==> src/rtl/mem_arb_pkg.sv <==
// Shared types and constants for the two-requester memory arbiter.
//   arb_state_e            : arbiter FSM state encoding
//   REQ_FETCH / REQ_DATA   : requester IDs (instruction fetch = 0, load/store = 1)
//   DEFAULT_TIMEOUT_CYCLES : default RESP-state wait limit for memory ready
package mem_arb_pkg;

    typedef enum logic [1:0] {
        ST_IDLE  = 2'd0,
        ST_ISSUE = 2'd1,
        ST_RESP  = 2'd2,
        ST_DONE  = 2'd3
    } arb_state_e;

    localparam logic REQ_FETCH = 1'b0;
    localparam logic REQ_DATA  = 1'b1;

    localparam int unsigned DEFAULT_TIMEOUT_CYCLES = 15;

endpackage

==> src/rtl/mem_arb_grant.sv <==
// Grant selection between the fetch and data requesters, plus the
// round-robin pointer (ID of the requester granted last).
// Optional feature macro: MEM_ARB_ROUND_ROBIN_EN
//   defined   -> on a tie, grant the requester not granted last
//   undefined -> on a tie, the data requester always wins
// Ports:
//   clk_i, rst_ni       : clock, async active-low reset
//   fetch_req_i         : fetch requester request level
//   data_req_i          : data requester request level
//   grant_en_i          : a grant is being taken this cycle (updates pointer)
//   grant_valid_c_o     : combinational, at least one request present
//   grant_id_c_o        : combinational, ID of the selected requester
module mem_arb_grant
    import mem_arb_pkg::*;
(
    input  logic clk_i,
    input  logic rst_ni,
    input  logic fetch_req_i,
    input  logic data_req_i,
    input  logic grant_en_i,
    output logic grant_valid_c_o,
    output logic grant_id_c_o
);

    logic last_q;
    logic last_d;

    // Requester selection
    always_comb begin
        grant_valid_c_o = fetch_req_i | data_req_i;
        grant_id_c_o    = REQ_FETCH;
        if (fetch_req_i && data_req_i) begin
`ifdef MEM_ARB_ROUND_ROBIN_EN
            grant_id_c_o = ~last_q;
`else
            grant_id_c_o = REQ_DATA;
`endif
        end else if (data_req_i) begin
            grant_id_c_o = REQ_DATA;
        end
    end

    // Pointer follows every grant, contended or not
    always_comb begin
        last_d = last_q;
        if (grant_en_i) begin
            last_d = grant_id_c_o;
        end
    end

    always_ff @(posedge clk_i or negedge rst_ni) begin
        if (!rst_ni) begin
            last_q <= REQ_FETCH;
        end else begin
            last_q <= last_d;
        end
    end

endmodule

==> src/rtl/mem_arbiter.sv <==
// Two-requester (instruction fetch / load-store) single-port memory arbiter.
// One access at a time: IDLE -> ISSUE -> RESP -> DONE, all outputs registered.
// Optional feature macro: MEM_ARB_ROUND_ROBIN_EN (round-robin tie break,
// implemented in mem_arb_grant; default build gives data priority).
// Ports:
//   i_CLK, i_RST_N                          : clock, async active-low reset
//   i_fetch_req, i_fetch_addr               : fetch read request (requester 0)
//   o_fetch_data, o_fetch_ack               : fetch read data, completion pulse
//   i_data_req, i_data_we, i_data_addr,
//   i_data_wdata                            : load/store request (requester 1)
//   o_data_rdata, o_data_ack                : load data, completion pulse
//   o_mem_read_en, o_mem_write_en           : one-cycle memory enables
//   o_mem_read_addr, o_mem_write_addr,
//   o_mem_write_data                        : memory address / write data
//   i_mem_read_data, i_mem_ready            : memory read data and ready
//   o_timeout                               : sticky memory-timeout flag
module mem_arbiter
    import mem_arb_pkg::*;
#(
    parameter int unsigned AddrBusSize   = 16,
    parameter int unsigned ElementSize   = 16,
    parameter int unsigned TimeoutCycles = DEFAULT_TIMEOUT_CYCLES
) (
    input  logic                   i_CLK,
    input  logic                   i_RST_N,
    input  logic                   i_fetch_req,
    input  logic [AddrBusSize-1:0] i_fetch_addr,
    output logic [ElementSize-1:0] o_fetch_data,
    output logic                   o_fetch_ack,
    input  logic                   i_data_req,
    input  logic                   i_data_we,
    input  logic [AddrBusSize-1:0] i_data_addr,
    input  logic [ElementSize-1:0] i_data_wdata,
    output logic [ElementSize-1:0] o_data_rdata,
    output logic                   o_data_ack,
    output logic                   o_mem_write_en,
    output logic                   o_mem_read_en,
    output logic [AddrBusSize-1:0] o_mem_write_addr,
    output logic [AddrBusSize-1:0] o_mem_read_addr,
    output logic [ElementSize-1:0] o_mem_write_data,
    input  logic [ElementSize-1:0] i_mem_read_data,
    input  logic                   i_mem_ready,
    output logic                   o_timeout
);

    // Counter holds 0 .. TimeoutCycles-1
    localparam int unsigned CntW = (TimeoutCycles > 1) ? $clog2(TimeoutCycles) : 1;
    localparam logic [CntW-1:0] CntLast = CntW'(TimeoutCycles - 1);

    arb_state_e             state_q, state_d;
    logic                   gnt_q, gnt_d;
    logic                   we_q, we_d;
    logic [AddrBusSize-1:0] addr_q, addr_d;
    logic [ElementSize-1:0] wdata_q, wdata_d;
    logic [CntW-1:0]        cnt_q, cnt_d;
    logic                   rd_en_q, rd_en_d;
    logic                   wr_en_q, wr_en_d;
    logic                   fetch_ack_q, fetch_ack_d;
    logic                   data_ack_q, data_ack_d;
    logic [ElementSize-1:0] fetch_data_q, fetch_data_d;
    logic [ElementSize-1:0] data_rdata_q, data_rdata_d;
    logic                   timeout_q, timeout_d;

    logic grant_en_c;
    logic grant_valid_c;
    logic grant_id_c;

    mem_arb_grant u_grant (
        .clk_i           (i_CLK),
        .rst_ni          (i_RST_N),
        .fetch_req_i     (i_fetch_req),
        .data_req_i      (i_data_req),
        .grant_en_i      (grant_en_c),
        .grant_valid_c_o (grant_valid_c),
        .grant_id_c_o    (grant_id_c)
    );

    // Next-state and registered-output logic
    always_comb begin
        state_d      = state_q;
        gnt_d        = gnt_q;
        we_d         = we_q;
        addr_d       = addr_q;
        wdata_d      = wdata_q;
        cnt_d        = cnt_q;
        rd_en_d      = 1'b0;
        wr_en_d      = 1'b0;
        fetch_ack_d  = 1'b0;
        data_ack_d   = 1'b0;
        fetch_data_d = fetch_data_q;
        data_rdata_d = data_rdata_q;
        timeout_d    = timeout_q;
        grant_en_c   = 1'b0;

        case (state_q)
            ST_IDLE: begin
                if (grant_valid_c) begin
                    grant_en_c = 1'b1;
                    gnt_d      = grant_id_c;
                    if (grant_id_c == REQ_DATA) begin
                        we_d    = i_data_we;
                        addr_d  = i_data_addr;
                        rd_en_d = ~i_data_we;
                        wr_en_d = i_data_we;
                        if (i_data_we) begin
                            wdata_d = i_data_wdata;
                        end
                    end else begin
                        we_d    = 1'b0;
                        addr_d  = i_fetch_addr;
                        rd_en_d = 1'b1;
                    end
                    state_d = ST_ISSUE;
                end
            end
            ST_ISSUE: begin
                cnt_d   = '0;
                state_d = ST_RESP;
            end
            ST_RESP: begin
                if (i_mem_ready) begin
                    if (!we_q) begin
                        if (gnt_q == REQ_DATA) begin
                            data_rdata_d = i_mem_read_data;
                        end else begin
                            fetch_data_d = i_mem_read_data;
                        end
                    end
                    fetch_ack_d = (gnt_q == REQ_FETCH);
                    data_ack_d  = (gnt_q == REQ_DATA);
                    state_d     = ST_DONE;
                end else if (cnt_q == CntLast) begin
                    // Memory never answered: complete with zero read data
                    timeout_d = 1'b1;
                    if (!we_q) begin
                        if (gnt_q == REQ_DATA) begin
                            data_rdata_d = '0;
                        end else begin
                            fetch_data_d = '0;
                        end
                    end
                    fetch_ack_d = (gnt_q == REQ_FETCH);
                    data_ack_d  = (gnt_q == REQ_DATA);
                    state_d     = ST_DONE;
                end else begin
                    cnt_d = cnt_q + CntW'(1);
                end
            end
            ST_DONE: begin
                state_d = ST_IDLE;
            end
            default: begin
                state_d = ST_IDLE;
            end
        endcase
    end

    // State and output registers
    always_ff @(posedge i_CLK or negedge i_RST_N) begin
        if (!i_RST_N) begin
            state_q      <= ST_IDLE;
            gnt_q        <= REQ_FETCH;
            we_q         <= 1'b0;
            addr_q       <= '0;
            wdata_q      <= '0;
            cnt_q        <= '0;
            rd_en_q      <= 1'b0;
            wr_en_q      <= 1'b0;
            fetch_ack_q  <= 1'b0;
            data_ack_q   <= 1'b0;
            fetch_data_q <= '0;
            data_rdata_q <= '0;
            timeout_q    <= 1'b0;
        end else begin
            state_q      <= state_d;
            gnt_q        <= gnt_d;
            we_q         <= we_d;
            addr_q       <= addr_d;
            wdata_q      <= wdata_d;
            cnt_q        <= cnt_d;
            rd_en_q      <= rd_en_d;
            wr_en_q      <= wr_en_d;
            fetch_ack_q  <= fetch_ack_d;
            data_ack_q   <= data_ack_d;
            fetch_data_q <= fetch_data_d;
            data_rdata_q <= data_rdata_d;
            timeout_q    <= timeout_d;
        end
    end

    assign o_fetch_data     = fetch_data_q;
    assign o_fetch_ack      = fetch_ack_q;
    assign o_data_rdata     = data_rdata_q;
    assign o_data_ack       = data_ack_q;
    assign o_mem_read_en    = rd_en_q;
    assign o_mem_write_en   = wr_en_q;
    assign o_mem_read_addr  = addr_q;
    assign o_mem_write_addr = addr_q;
    assign o_mem_write_data = wdata_q;
    assign o_timeout        = timeout_q;

endmodule

==> config.mk <==
export PLATFORM = sky130hd
export DESIGN_NAME = mem_arbiter
export DESIGN_NICKNAME = d
export VERILOG_FILES = /design/src/rtl/mem_arb_pkg.sv /design/src/rtl/mem_arb_grant.sv /design/src/rtl/mem_arbiter.sv
export SDC_FILE = /design/constraint.sdc
export NUM_CORES = 1
export LEC_CHECK = 0
export CAP_MARGIN = 20
export CORE_UTILIZATION = 40
export DETAILED_ROUTE_END_ITERATION = 8
export DONT_BUFFER_PORTS = 1
export PLACE_DENSITY = 0.64
export SLEW_MARGIN = 40
export SYNTH_ARGS = -nofsm -noshare
export SYNTH_HDL_FRONTEND = slang
export SYNTH_SLANG_ARGS = --single-unit
==> constraint.sdc <==
create_clock -name i_CLK -period 1.5 [get_ports i_CLK]
set_input_delay 0.3 -clock i_CLK [delete_from_list [all_inputs] [get_ports i_CLK]]
set_output_delay 0.3 -clock i_CLK [all_outputs]
set_load 0.02 [all_outputs]
# ---- Yosys cells after proc, flatten, opt, wreduce, memory -nomap -nowiden
# Cells that the tools add are included.
dict set report word_totals {
  ff_bits 77
  in_bits 70
  output_inout_bits 85
  elab_cells 72
}
dict set report classes {
  n_addsub 1
  bitwise_logic 5
  n_mux 34
  n_reduce_logical 11
  n_eq_ne 8
}
# cell count
set op_table {}
lappend op_table {{$mux 16} 13}
lappend op_table {{$mux 1} 14}
lappend op_table {{$reduce_and 4->1} 3}
lappend op_table {{$mux 4} 2}
lappend op_table {{$pmux 2 s4} 1}
lappend op_table {{$pmux 4 s2} 1}
lappend op_table {{$mux 2} 3}
lappend op_table {{$ne 2x2->1 const B} 3}
lappend op_table {{$reduce_and 3->1} 2}
lappend op_table {{$add 4x1->4 const B} 1}
lappend op_table {{$eq 2x2->1 const B} 2}
lappend op_table {{$eq 4x4->1 const B} 1}
lappend op_table {{$not 1->1} 4}
lappend op_table {{$reduce_and 2->1} 2}
lappend op_table {{$reduce_bool 2->1} 2}
lappend op_table {{$ne 3x3->1 const B} 1}
lappend op_table {{$eq 2x1->1 const B} 1}
lappend op_table {{$logic_not 2->1} 1}
lappend op_table {{$logic_and 1x1->1} 1}
lappend op_table {{$or 1x1->1} 1}

# ---- Logic depth before layout (Yosys ltp)
dict set report depth {
  word_depth 5
  mapped_depth 8
  depth_no_buf 5
}

# ---- Cells and area by module
# A second synthesis with hierarchy kept.
dict set report hier_totals {
  hier_cells 252
  hier_area_um2 3275.6
}
# mod cells_per_inst seq_area_each_um2 n_inst area_per_inst_um2
set by_module_without_submodules {}
lappend by_module_without_submodules {mem_arbiter 250 1926.8 1 3265.6}
lappend by_module_without_submodules {mem_arb_grant 2 0.0 1 10.0}

# ---- Least setup slack after synthesis
# No wires, ideal clock.
dict set report synth_timing {
  path_type {reg-to-reg}
  start {reg state_q[0]}
  end {reg data_rdata_q[10] (netlist: o_data_rdata[10])}
  required_time_ps 1379
  arrival_ps 1413
  setup_ps 121
  synth_period_minus_slack_ps 1534
  path_stages_with_launch 8
  n_path_buf 2
  setup_slack_ps -34
  path_cell_list {dfrtp_1 -> inv_1 -> ha_1 -> buf_4 -> nand4_4 -> nor3b_4 -> buf_6 -> o2bb2ai_1}
}
dict set report synth_between {
  elab_chain_cells 2
}
# item line
set synth_lines {}
lappend synth_lines {{from (decl)} mem_arbiter.sv:50} ;# arb_state_e state_q, state_d;
lappend synth_lines {{from (signal assigned)} mem_arbiter.sv:175} ;# state_q <= state_d;
lappend synth_lines {{$eq 2x2->1} mem_arbiter.sv:95} ;# case (state_q)
lappend synth_lines {{$reduce_and 4->1 (no line)} -}
lappend synth_lines {{to (signal assigned)} mem_arbiter.sv:186} ;# data_rdata_q <= data_rdata_d;
lappend synth_lines {{to (decl)} mem_arbiter.sv:61} ;# logic [ElementSize-1:0] data_rdata_q, data_rdata_d;
# Every way passes these cells.
# A chain may end at the register's enable or synchronous reset.

# ---- Final worst setup path
dict set report layout_timing {
  start {reg state_q[1]}
  end {reg state_q[1]}
}
dict set report layout_between {
  elab_chain_cells 3
  elab_cells_between_ends 8
  classes_between {eq/ne (5); mux (1); reduce/logical (2)}
}
# item line
set layout_lines {}
lappend layout_lines {{$eq 2x2->1 / $logic_not 2->1 (equally long branches)} mem_arbiter.sv:95}
lappend layout_lines {{$ne 3x3->1 (no line) / $ne 2x2->1 (equally long branches)} -}
lappend layout_lines {{$reduce_and 2->1 (no line)} -}
# Parallel ways exist; a longest one is shown, timed or not.

==> run metrics <==
outcome=finished with violations; failing checks=hold timing; initial antenna violation count=0; Layout area overhead=11.9%; Skew-Pair Late Insertion Delay=0.35 ns; Async S/R FF share, synth=100%; Slowest cell on crit path=dfrtp_1; Slew @ Worst Pin=0.456 ns; top_reg_cell synth=dfrtp_1; Setup Viol. Count Final=0; P_leak=1.74 nW; Reg power frac=57.5%; Worst-path clk slew=0.09 ns; Hold Slack=-0.361 ns; die area=0.00898 mm2; CTS Sinks=77; period utilisation layout=97.3%; FF+latch count, synth=77; post-DR wirelength/cell=18.2 um; Starting Density=41.7%; CTS tree=yes; routability congestion estimate from global placement=0.777; Core Rows=33; Peak Freq=0.685 GHz; Hold Fails Final Rpt=77; CP cell instances=ha_4, nor2b_2, a22oi_2, mux2_2; delay-heaviest family, CP=flip-flops; max-slew violations=0; CP required=1.73 ns; post-route minimum period=1.46 ns; Nets=362; number of port buffers=0; Layout Skew=0.0120 ns; first-pass GRT wire length=10.6 mm; EDFF count, synth=0; post-synthesis cell type count=37; placed cell count=377; Core ar.=0.00826 mm2; Iter 0 DRT Violations=31; Post-Synthesis Net Count=365; CTS Buf Count=9; Net Switching=0.00388 W; Pwr Total=0.00880 W; GRT overflow=0; vias per cell=5.53; Net Sw Frac=44.1%; top cell type's share of synthesized area=56.0%; chip height=94.8 um; Root Buffer=clkbuf_8; Gate power share=24.2%; crit path capture type=register; Detailed Routing Iterations Pass 1=4; sequential fraction of the synthesis area=56.0%; Post-DP HPWL=4.84 mm; crit-path max cell delay=0.43 ns; internal power=0.00492 W; Area contributors post-synth=dfrtp_1 (56%), o2bb2ai_1 (8.1%), nand2_1 (6.1%); Final WS setup=0.0411 ns; final core occ=46.6%; Clock H-tree levels=3; Rel. slew slack=69.6%; final setup TNS=0 ns; Clk pwr share=18.3%; Synth warnings=0; Boundary Pins=155; total wire length=7.21 mm; Clock Tree Buf Depth=2; Syn Area/Cell=11.9 um2; Place WS=-0.0237 ns; Crit path arrival time=1.68 ns; worst vdd ir=1.22 mV; layout cells sized above 1=22.3%; DR DRC count=0; Power Density=2290 mW/mm2; fin cells=397; via count=2196; Synth Instances=290; # diodes=0; Total Routing Usage GR=15.7%; via count of the first global-routing pass=2182; Worst setup SP type=register; leading area contributor after synthesis=dfrtp_1; synthesized area=0.00344 mm2; post-route ant nets=0; largest net degree at the start of global routing=78; Hold Crit Class=input port to asynchronous set/reset pin; worst path bufs/invs=0; RSZ-0062 raised after global routing=true; Crit Path Class=register to register; Max Cap Viol=0; die width=94.8 um; Crit Path Max Fanout=7
==> worst register-to-register path, cell delays in order (launching register included) <==
cell and delay (ns):
dfrtp_1 0.43, ha_4 0.21, nor2b_2 0.17, a22oi_2 0.18, mux2_2 0.36
==> worst paths after layout <==
check | start | to | slack, ns | depth (start not counted)
worst max-delay path | state_q[1] | state_q[1] | 0.04 | 4
worst min-delay path | i_RST_N | o_fetch_data[6] | -0.36 | 0
worst max register to register | state_q[1] | state_q[1] | 0.04 | 4
worst min register to register | cnt_q[2] | cnt_q[2] | 0.63 | 1
max in group asynchronous | i_RST_N | o_mem_read_addr[6] | 1.76 | 0
min in group i_CLK | i_data_req | o_mem_read_en | 0.04 | 1
==> what timing repair did <==
action                                  CTS  global route
cloned                                    0             3
hold endpoints to repair                 77            77
setup buffers                             0             1
endpoints found under the setup margin    1            64
pin swaps                                 0             0
gates resized for setup                   1             9
==> per-layer routing <==
layer	track usage (%)	share of wire, %
met1	18.4	40
met2	25.4	49
met3	5.88	9.9
met4	7.07	1.5
met5	0	0
==> state kept, by name (all words and copies together) (netlist names) <==
signal / flops
we_q: 1
o_data_rdata: 16
o_timeout: 1
o_data_ack: 1
gnt_q: 1
o_mem_read_en: 1
o_mem_read_addr: 16
o_fetch_data: 16
cnt_q: 4
state_q: 2
o_mem_write_en: 1
o_mem_write_data: 16
o_fetch_ack: 1
==> synth_stat cells, types with 2 or more instances <==
library cell	n
buf_2	2
nand2_1	56
o21ai_0	18
mux2i_1	17
buf_6	3
nor2_1	3
nand4b_1	2
ha_1	5
dfrtp_1	77
buf_4	23
clkbuf_1	3
nor3b_4	2
inv_1	7
a21oi_1	2
o2bb2ai_1	32
mux2_2	17
==> cells by family after synthesis <==
family	after synthesis	share of synthesized area, %
flip-flops	77	56.0
AND/OR/NAND/NOR	73	10.9
AO/OA/AOI/OAI	61	13.1
buffers and inverters	39	7.52
multiplexers	34	10.5
adder cells (fa/ha/maj)	5	1.82
XOR/XNOR	1	0.254
==> through the flow <==
| step | hold slack, ns | cell area, um2 |
|---|---|---|
| after floorplan | 0.00441 | 3450 |
| after detailed placement | 0.00697 | 3530 |
| final | -0.361 | 3850 |
| after global placement | 0.00748 | 3530 |
| after CTS | -0.387 | 3740 |
| after global routing | -0.397 | 3850 |
==> cells in the final DEF (no fill, tap or decap), types with 2 or more instances in the layout <==
cell       count
ha_1           2
inv_6          3
nor3b_4        2
nand4b_1       2
buf_4          9
a21oi_1        2
clkbuf_16      2
mux2_2        17
nand2_1       56
inv_1          6
o21ai_0       17
o2bb2ai_1     32
mux2i_1       17
ha_4           3
clkbuf_8       9
dfrtp_1       77
nor2_1         3
buf_12         6
==> final cells by class <==
type / count / area [um2]
timing repair buffer: 18 / 249
tap: 105 / 131
fill: 749 / 4410
sequential: 77 / 1930
clock inverter: 7 / 80.1
inverter: 7 / 26.3
clock buffer: 9 / 124
multi-input combinational: 174 / 1310
==> power by group through the flow <==
stage	Sequential, W	Combinational (W)	Clock [W]
final	0.00506	0.00213	0.00161
after global routing	0.00520	0.00242	0.00176
after CTS	0.00506	0.00187	0.00168
after detailed placement	0.00509	0.00188	0
after global placement	0.00508	0.00177	0
after floorplan	0.00455	0.00210	0
Power figures use the tool's default switching activity.
